<file path="config.mk">
export PLATFORM = sky130hd
export DESIGN_NAME = uart_tx_feeder
export DESIGN_NICKNAME = d
export VERILOG_FILES = /design/src/rtl/uart_tx_feeder.sv
export SDC_FILE = /design/constraint.sdc
export NUM_CORES = 1
export LEC_CHECK = 0
export ABC_CLOCK_PERIOD_IN_PS = 3350
export BUFFER_PORTS_ARGS = -buffer_cell sky130_fd_sc_hd__buf_2
export CORE_MARGIN = 2
export CORE_UTILIZATION = 25
export DETAILED_ROUTE_END_ITERATION = 8
export PLACE_DENSITY = 0.43
export SYNTH_ARGS = -nofsm -noshare
export SYNTH_HDL_FRONTEND = slang
export SYNTH_SLANG_ARGS = --single-unit
</file>
<file path="constraint.sdc">
create_clock -name clk -period 3.35 [get_ports clk]
set_input_delay 0.67 -clock clk [delete_from_list [all_inputs] [get_ports clk]]
set_output_delay 0.67 -clock clk [all_outputs]
set_load 0.05 [all_outputs]
</file>
<file path="src/rtl/uart_tx_feeder.sv">
// uart_tx_feeder
//   Byte FIFO in front of the UART transmitter. System-side logic pushes bytes
//   into a DEPTH-entry circular buffer; a small FSM hands them one at a time to
//   the transmitter through the dintx/newd/donetx handshake. After each
//   donetx, GAP_CYCLES idle cycles are inserted before the next newd.
//
//   Optional feature macro: UART_TXF_OVF_EN adds a sticky overflow flag (ovf).
//
// Ports
//   clk      in   system clock
//   rst      in   asynchronous reset, active low
//   wr_en    in   push request
//   wr_data  in   byte to push
//   full     out  FIFO holds DEPTH bytes
//   empty    out  FIFO holds no bytes
//   count    out  current occupancy
//   dintx    out  byte presented to the transmitter
//   newd     out  one-cycle start pulse to the transmitter
//   donetx   in   transmitter frame-complete indication
//   busy     out  FSM is not idle
//   ovf      out  sticky overflow flag (UART_TXF_OVF_EN only)

module uart_tx_feeder #(
    parameter int DEPTH      = 16,
    parameter int GAP_CYCLES = 2
) (
    input  logic                   clk,
    input  logic                   rst,
    input  logic                   wr_en,
    input  logic [7:0]             wr_data,
    output logic                   full,
    output logic                   empty,
    output logic [$clog2(DEPTH):0] count,
    output logic [7:0]             dintx,
    output logic                   newd,
    input  logic                   donetx,
    output logic                   busy
`ifdef UART_TXF_OVF_EN
    ,
    output logic                   ovf
`endif
);

    localparam int AW = $clog2(DEPTH);
    localparam int PW = AW + 1;
    localparam int GW = (GAP_CYCLES > 1) ? $clog2(GAP_CYCLES + 1) : 1;

    localparam logic [1:0] ST_IDLE = 2'd0;
    localparam logic [1:0] ST_SEND = 2'd1;
    localparam logic [1:0] ST_WAIT = 2'd2;
    localparam logic [1:0] ST_GAP  = 2'd3;

    logic [7:0]    mem [DEPTH];

    logic [PW-1:0] wr_ptr_q, wr_ptr_d;
    logic [PW-1:0] rd_ptr_q, rd_ptr_d;
    logic [1:0]    state_q,  state_d;
    logic [GW-1:0] gap_q,    gap_d;
    logic [7:0]    dintx_q,  dintx_d;
    logic          newd_q,   newd_d;

    logic          full_w;
    logic          empty_w;
    logic          push;

    // Extra pointer MSB distinguishes full from empty when the index bits match.
    assign empty_w = (wr_ptr_q == rd_ptr_q);
    assign full_w  = (wr_ptr_q[AW] != rd_ptr_q[AW]) &&
                     (wr_ptr_q[AW-1:0] == rd_ptr_q[AW-1:0]);

    // Pre-edge full decides acceptance, so a pop on the same edge never frees a slot.
    assign push = wr_en && !full_w;

    always_comb begin
        wr_ptr_d = wr_ptr_q;
        rd_ptr_d = rd_ptr_q;
        state_d  = state_q;
        gap_d    = gap_q;
        dintx_d  = dintx_q;
        newd_d   = newd_q;

        if (push) begin
            wr_ptr_d = wr_ptr_q + PW'(1);
        end

        case (state_q)
            ST_IDLE: begin
                if (!empty_w) begin
                    state_d  = ST_SEND;
                    dintx_d  = mem[rd_ptr_q[AW-1:0]];
                    newd_d   = 1'b1;
                    rd_ptr_d = rd_ptr_q + PW'(1);
                end
            end
            ST_SEND: begin
                newd_d  = 1'b0;
                state_d = ST_WAIT;
            end
            ST_WAIT: begin
                if (donetx) begin
                    if (GAP_CYCLES == 0) begin
                        state_d = ST_IDLE;
                    end else begin
                        state_d = ST_GAP;
                        gap_d   = GW'(GAP_CYCLES);
                    end
                end
            end
            ST_GAP: begin
                if (gap_q <= GW'(1)) begin
                    state_d = ST_IDLE;
                    gap_d   = '0;
                end else begin
                    gap_d = gap_q - GW'(1);
                end
            end
            default: begin
                state_d = ST_IDLE;
                newd_d  = 1'b0;
            end
        endcase
    end

    always_ff @(posedge clk or negedge rst) begin
        if (!rst) begin
            wr_ptr_q <= '0;
            rd_ptr_q <= '0;
            state_q  <= ST_IDLE;
            gap_q    <= '0;
            dintx_q  <= '0;
            newd_q   <= 1'b0;
        end else begin
            wr_ptr_q <= wr_ptr_d;
            rd_ptr_q <= rd_ptr_d;
            state_q  <= state_d;
            gap_q    <= gap_d;
            dintx_q  <= dintx_d;
            newd_q   <= newd_d;
        end
    end

    // Storage needs no reset: entries are only read once the pointers mark them valid.
    always_ff @(posedge clk) begin
        if (push) begin
            mem[wr_ptr_q[AW-1:0]] <= wr_data;
        end
    end

`ifdef UART_TXF_OVF_EN
    logic ovf_q;

    always_ff @(posedge clk or negedge rst) begin
        if (!rst) begin
            ovf_q <= 1'b0;
        end else if (wr_en && full_w) begin
            ovf_q <= 1'b1;
        end
    end

    assign ovf = ovf_q;
`endif

    assign full  = full_w;
    assign empty = empty_w;
    assign count = wr_ptr_q - rd_ptr_q;
    assign dintx = dintx_q;
    assign newd  = newd_q;
    assign busy  = (state_q != ST_IDLE);

endmodule

</file>
After elaboration in Yosys (flattened, before gate mapping):

Memories as Yosys holds them, arrays and structs flattened. A register that Yosys moved wholly into a read port is not among the register bits.
Index checks and enable logic that the tools add are counted.

* input bits: 12
* memories: 1
* logic and storage cells: 44
* bits in registers: 15
* output and inout bits: 17
* RAM bits: 128

* $add $sub $neg: 4
* $lt $le $gt $ge: 1
* bitwise logic cells: 1
* multiplexer cells: 11
* reduce and logical (&&, ||, !) cells: 12
* equality and inequality tests: 9

Memory list
* mem: words 16, bits a word 8, rd ports 1, clocked after Yosys merged registers in 1, write ports 1, RTL line 53 `logic [7:0] mem [DEPTH];`

Operators by type and width (number)
* 5-bit by 1-bit adder with 5-bit output (second input constant): 2
* 2-bit 2-to-1 mux: 5
* 2-bit one-hot mux with 4 select lines: 1
* 2-bit != test (second input constant): 3
* 2-bit AND reduction: 3
* 2-bit nonzero test: 3
* 5-bit == test: 1
* 5-bit subtractor: 1
* 2-bit == test (second input constant): 2
* 4-bit == test: 1
* 2-bit one-hot mux with 2 select lines: 1
* 1-bit 2-to-1 mux: 3
* 3-bit AND reduction: 1
* 2-bit by 1-bit == test with 1-bit output (second input constant): 1
* 2-bit by 1-bit <= comparator with 1-bit output (second input constant): 1
* 1-bit logical AND: 2
* 1-bit zero test: 2
* 2-bit zero test: 1
* 1-bit one-hot mux with 2 select lines: 1
* 2-bit by 1-bit subtractor with 2-bit output (second input constant): 1
* 1-bit != test: 1
* 1-bit NOT: 1

Longest topological paths before layout:

* depth in word-level cells: 6
* depth in mapped cells: 9
* depth with buffers taken out: 7

Least setup slack after synthesis:

No wires, ideal clock.

* path kind: reg2reg
* from: reg rd_ptr_q[1]
* to: mem mem[3][0], enable pin
* clock period less this slack: 2.791 ns
* stages on the path, launching flop included: 9
* path buffers: 2
* slack: 0.559 ns
* library setup time: 0.383 ns
* required time: 2.967 ns
* arrival: 2.408 ns
* cell sequence: dfrtp_1 buf_2 buf_2 inv_1 ha_1 and4_1 a21boi_2 nand2_1 nor3_1

* word-level cells in the longest chain between the ends: 6

Ends and longest elaborated chain
* from (decl): RTL line 56 `logic [PW-1:0] rd_ptr_q, rd_ptr_d;`
* from (signal assigned): RTL line 134 `rd_ptr_q <= rd_ptr_d;`
* 4-bit == test: RTL line 69 `(wr_ptr_q[AW-1:0] == rd_ptr_q[AW-1:0]);`
* 1-bit logical AND: RTL line 68 `assign full_w = (wr_ptr_q[AW] != rd_ptr_q[AW]) &&`
* 1-bit zero test: RTL line 72 `assign push = wr_en && !full_w;`
* 1-bit logical AND: RTL line 72
* 1-bit 2-to-1 mux: RTL line 144 `if (push) begin`
* 1-bit 2-to-1 mux (implied by the code): RTL line 145 `mem[wr_ptr_q[AW-1:0]] <= wr_data;`
* to (decl): RTL line 53

Every way passes these cells.

Final worst setup path:

* from: reg wr_ptr_q[0]
* to: out count[4]

* word-level cells in the longest chain between the ends: 1

Ends and longest elaborated chain
* from (decl): RTL line 55 `logic [PW-1:0] wr_ptr_q, wr_ptr_d;`
* from (signal assigned): RTL line 133 `wr_ptr_q <= wr_ptr_d;`
* 5-bit subtractor: RTL line 165 `assign count = wr_ptr_q - rd_ptr_q;`
* to (decl): RTL line 33 `output logic [$clog2(DEPTH):0] count,`

Every way passes these cells.

==> impl_summary.log <==
[metrics] number of synthesized flops with an enable pin: 128
[metrics] met2 routed WL: 6590 um
[metrics] number of antenna violations at the first check in global routing: 0
[metrics] global-route wire length before repair: 20700 um
[metrics] number of buffers created by CTS: 17
[metrics] Lkg Pwr: 2.51 nW
[metrics] count of standard-cell rows: 57
[metrics] Detailed Route WL: 13700 um
[metrics] Clk Latency, worst-skew pair: 410 ps
[metrics] starting density of the core: 25.4%
[metrics] number of antenna-violating nets in the routed design: 0
[metrics] fraction of the yosys area taken by sequential cells: 71.8%
[metrics] largest clock skew in the final design: 12.3 ps
[metrics] Setup violations, final: 0
[metrics] Worst setup EP type: output port
[metrics] cell type with the highest aggregate area in the netlist: sky130_fd_sc_hd__edfxtp_1
[metrics] detailed placer's ending HPWL: 8980 um
[metrics] horizontal extent of the die: 161 um
[metrics] post-placement setup slack: 711 ps
[metrics] Hold Fails Final Rpt: 0
[metrics] global router's overall resource usage: 11.0%
[metrics] CTS root buf: sky130_fd_sc_hd__clkbuf_16
[metrics] status: finished, final reports clean
[metrics] Synth top cells by count: sky130_fd_sc_hd__edfxtp_1, sky130_fd_sc_hd__mux2i_1, sky130_fd_sc_hd__nor2_1
[metrics] DRC violations left: 0
[metrics] vias in the first global route: 3364
[metrics] Layout Nets: 439
[metrics] upper clock frequency limit: 326 MHz
[metrics] final worst slack: 284 ps
[metrics] proportion of register bits with asynchronous set or reset after synthesis: 15.2%
[metrics] share of the clock period used by the worst path: 91.5%
[metrics] total standard cell area after synthesis: 6160 um^2
[metrics] worst-case clock buffer depth: 2
[metrics] cell types with the largest area share after synthesis: sky130_fd_sc_hd__edfxtp_1, sky130_fd_sc_hd__dfrtp_1, sky130_fd_sc_hd__mux4_2
[metrics] fin. max-slew vios: 0
[metrics] Total Die Area: 25900 um^2
[metrics] average size of a mapped cell: 17.0 um^2
[metrics] total iterations of the first detailed-routing run: 4
[metrics] WL/cell: 18.2 um
[metrics] wire length the detailed router placed on met1: 6460 um
[metrics] count of inserted antenna diode cells: 0
[metrics] hold buffer count at CTS: 0
[metrics] total congestion overflow after global routing: 0
[metrics] io pins: 29
[metrics] vias per std cell: 4.32
[metrics] number of flip-flops and latches in the synthesized netlist: 151
[metrics] setup tns final: 0 ps
[metrics] endpoint arrival time on the critical path: 2400 ps
[metrics] dominant synthesized flop cell: sky130_fd_sc_hd__edfxtp_1
[metrics] postcts setup bufs: 0
[metrics] violation count after the first detailed-route iteration: 248
[metrics] share of the core filled with cells: 30.0%
[metrics] power per unit of standard cell area: 952 nW/um^2
[metrics] measured slew at the worst slew-check pin: 876 ps
[metrics] number of gates given a new drive strength after cts: 0
[metrics] leading cell type by number of instances after synthesis: sky130_fd_sc_hd__edfxtp_1
[metrics] last weighted congestion value of the routability-driven placer: 0.744
[metrics] path class of the lowest-slack min-delay path: in -> async
[metrics] final worst path period need: 3070 ps
[metrics] length of routed met3 wiring: 481 um
[metrics] Sinks on Clock Net: 151
[metrics] Worst EP required: 2680 ps
[metrics] largest driver fanout on the critical path: 4
[metrics] Core Box Area: 24200 um^2
[metrics] H-Tree Depth: 4
[metrics] TritonCTS clock tree: built
[metrics] Max transition margin: 41.4%
[metrics] Area growth syn-to-layout: 18.3%
[metrics] number of input and output port buffers inserted: 28
[metrics] warnings from Yosys: 0
[metrics] proportion of layout cells with a drive suffix above 1: 22.1%
[metrics] Syn Nets: 389
[metrics] register clock-pin slew on the reported worst setup and hold paths: 60 ps
[metrics] top sig layer: met4
[metrics] total power consumption of the routed design: 0.00694 W
[metrics] category of the worst setup path launch point: flip-flop
[metrics] unrepaired setup endpoints after global routing: false
[metrics] max capacitance violation total: 0
[metrics] maximum number of pins on one net before global-route repair: 51
[metrics] Worst Setup Path Type: reg -> out
[metrics] number of instances in the synthesized netlist: 363
[metrics] post-synthesis cell type count: 38
[metrics] share of the synthesized area in the top cell type: 62.4%
[metrics] total number of vias: 3238
[metrics] total of fill cells in the finished design: 2431
[metrics] die boundary height: 161 um
[metrics] Max IR drop VDD: 0.969 mV
-- logic make-up (layout without fill, tap and decap cells) --
group	after synthesis	in the layout	synth area share, %
muxes	49	49	11.2
and+or+nand+nor	59	59	4.35
xor gates and xnor gates	13	13	1.85
DFF	151	151	71.8
adders and majority gates	14	14	2.97
AOI/OAI and AO/OA	50	50	5.51
buffers and inverters	27	90	2.30
-- critical path, cell delays in order (launching register included) --
cell and delay (ps):
sky130_fd_sc_hd__dfrtp_1 410, sky130_fd_sc_hd__inv_1 160, sky130_fd_sc_hd__ha_1 180, sky130_fd_sc_hd__inv_1 60, sky130_fd_sc_hd__fa_1 410, sky130_fd_sc_hd__a21o_1 180
sky130_fd_sc_hd__a21oi_1 180, sky130_fd_sc_hd__xnor2_1 130, sky130_fd_sc_hd__buf_2 270
-- flip-flops by register name, summed over array words and instances, names as in the netlist --
name / cells
dintx: 8
wr_ptr_q: 5
newd: 1
state_q: 2
mem: 128
rd_ptr_q: 5
gap_q: 2
-- final cells by class --
type	count	area [um^2]	share of cell area, %
multi-input combinational	185	1600	21.9
clock inverter	10	98.8	1.36
inverter	12	45.0	0.618
tap	324	405	5.57
clock buffer	22	444	6.10
sequential	151	4420	60.7
timing repair buffer	46	275	3.78
-- metrics by stage --
| step | hold WS [ps] | instance area, um^2 | instances |
|---|---|---|---|
| 4_1_cts | 253 | 7280 | 750 |
| 2_1_floorplan | 374 | 6160 | 363 |
| 3_3_place_gp | 460 | 6740 | 718 |
| 3_5_place_dp | 466 | 6740 | 718 |
| 6_report | 245 | 7280 | 750 |
| 5_1_grt | 279 | 7280 | 750 |
-- metal layers --
metal	track usage, %	up-vias
li1	-	1509
met1	14.5	1675
met2	17.8	48
met3	2.92	6
met4	3.45	0
met5	0	-
-- path summary, 6_finish.rpt --
check / start / to / slack [ps] / cells after the start
setup / recovery: wr_ptr_q[0]$_DFFE_PN0P_ / count[4] / 280 / 8
hold reg to reg: gap_q[0]$_DFFE_PN0P_ / gap_q[0]$_DFFE_PN0P_ / 480 / 1
max in group asynchronous: rst / rd_ptr_q[1]$_DFFE_PN0P_ / 2700 / 1
setup reg to reg: rd_ptr_q[2]$_DFFE_PN0P_ / mem[1][3]$_DFFE_PP_ / 800 / 7
min in group clk: gap_q[0]$_DFFE_PN0P_ / gap_q[0]$_DFFE_PN0P_ / 480 / 1
hold / removal: rst / gap_q[1]$_DFFE_PN0P_ / 240 / 1
-- where the power goes --
group	total, W	internal (W)	switching (W)
clock	0.00175	0.00102	0.000724
combinational	0.00265	0.000888	0.00176
sequential	0.00254	0.00235	0.000194
-- cells in the final DEF (no fill, tap or decap), types with 8 or more instances in the layout --
| master | instances |
|---|---|
| sky130_fd_sc_hd__mux4_2 | 16 |
| sky130_fd_sc_hd__ha_1 | 13 |
| sky130_fd_sc_hd__clkbuf_16 | 17 |
| sky130_fd_sc_hd__o22ai_1 | 16 |
| sky130_fd_sc_hd__edfxtp_1 | 128 |
| sky130_fd_sc_hd__nand2_1 | 9 |
| sky130_fd_sc_hd__xnor2_1 | 10 |
| sky130_fd_sc_hd__buf_2 | 28 |
| sky130_fd_sc_hd__a31oi_1 | 8 |
| sky130_fd_sc_hd__inv_1 | 12 |
| sky130_fd_sc_hd__a22oi_1 | 8 |
| sky130_fd_sc_hd__nor2_1 | 32 |
| sky130_fd_sc_hd__mux2i_1 | 32 |
| sky130_fd_sc_hd__buf_4 | 18 |
| sky130_fd_sc_hd__dfrtp_1 | 22 |
(Power assumes the default switching activity.)
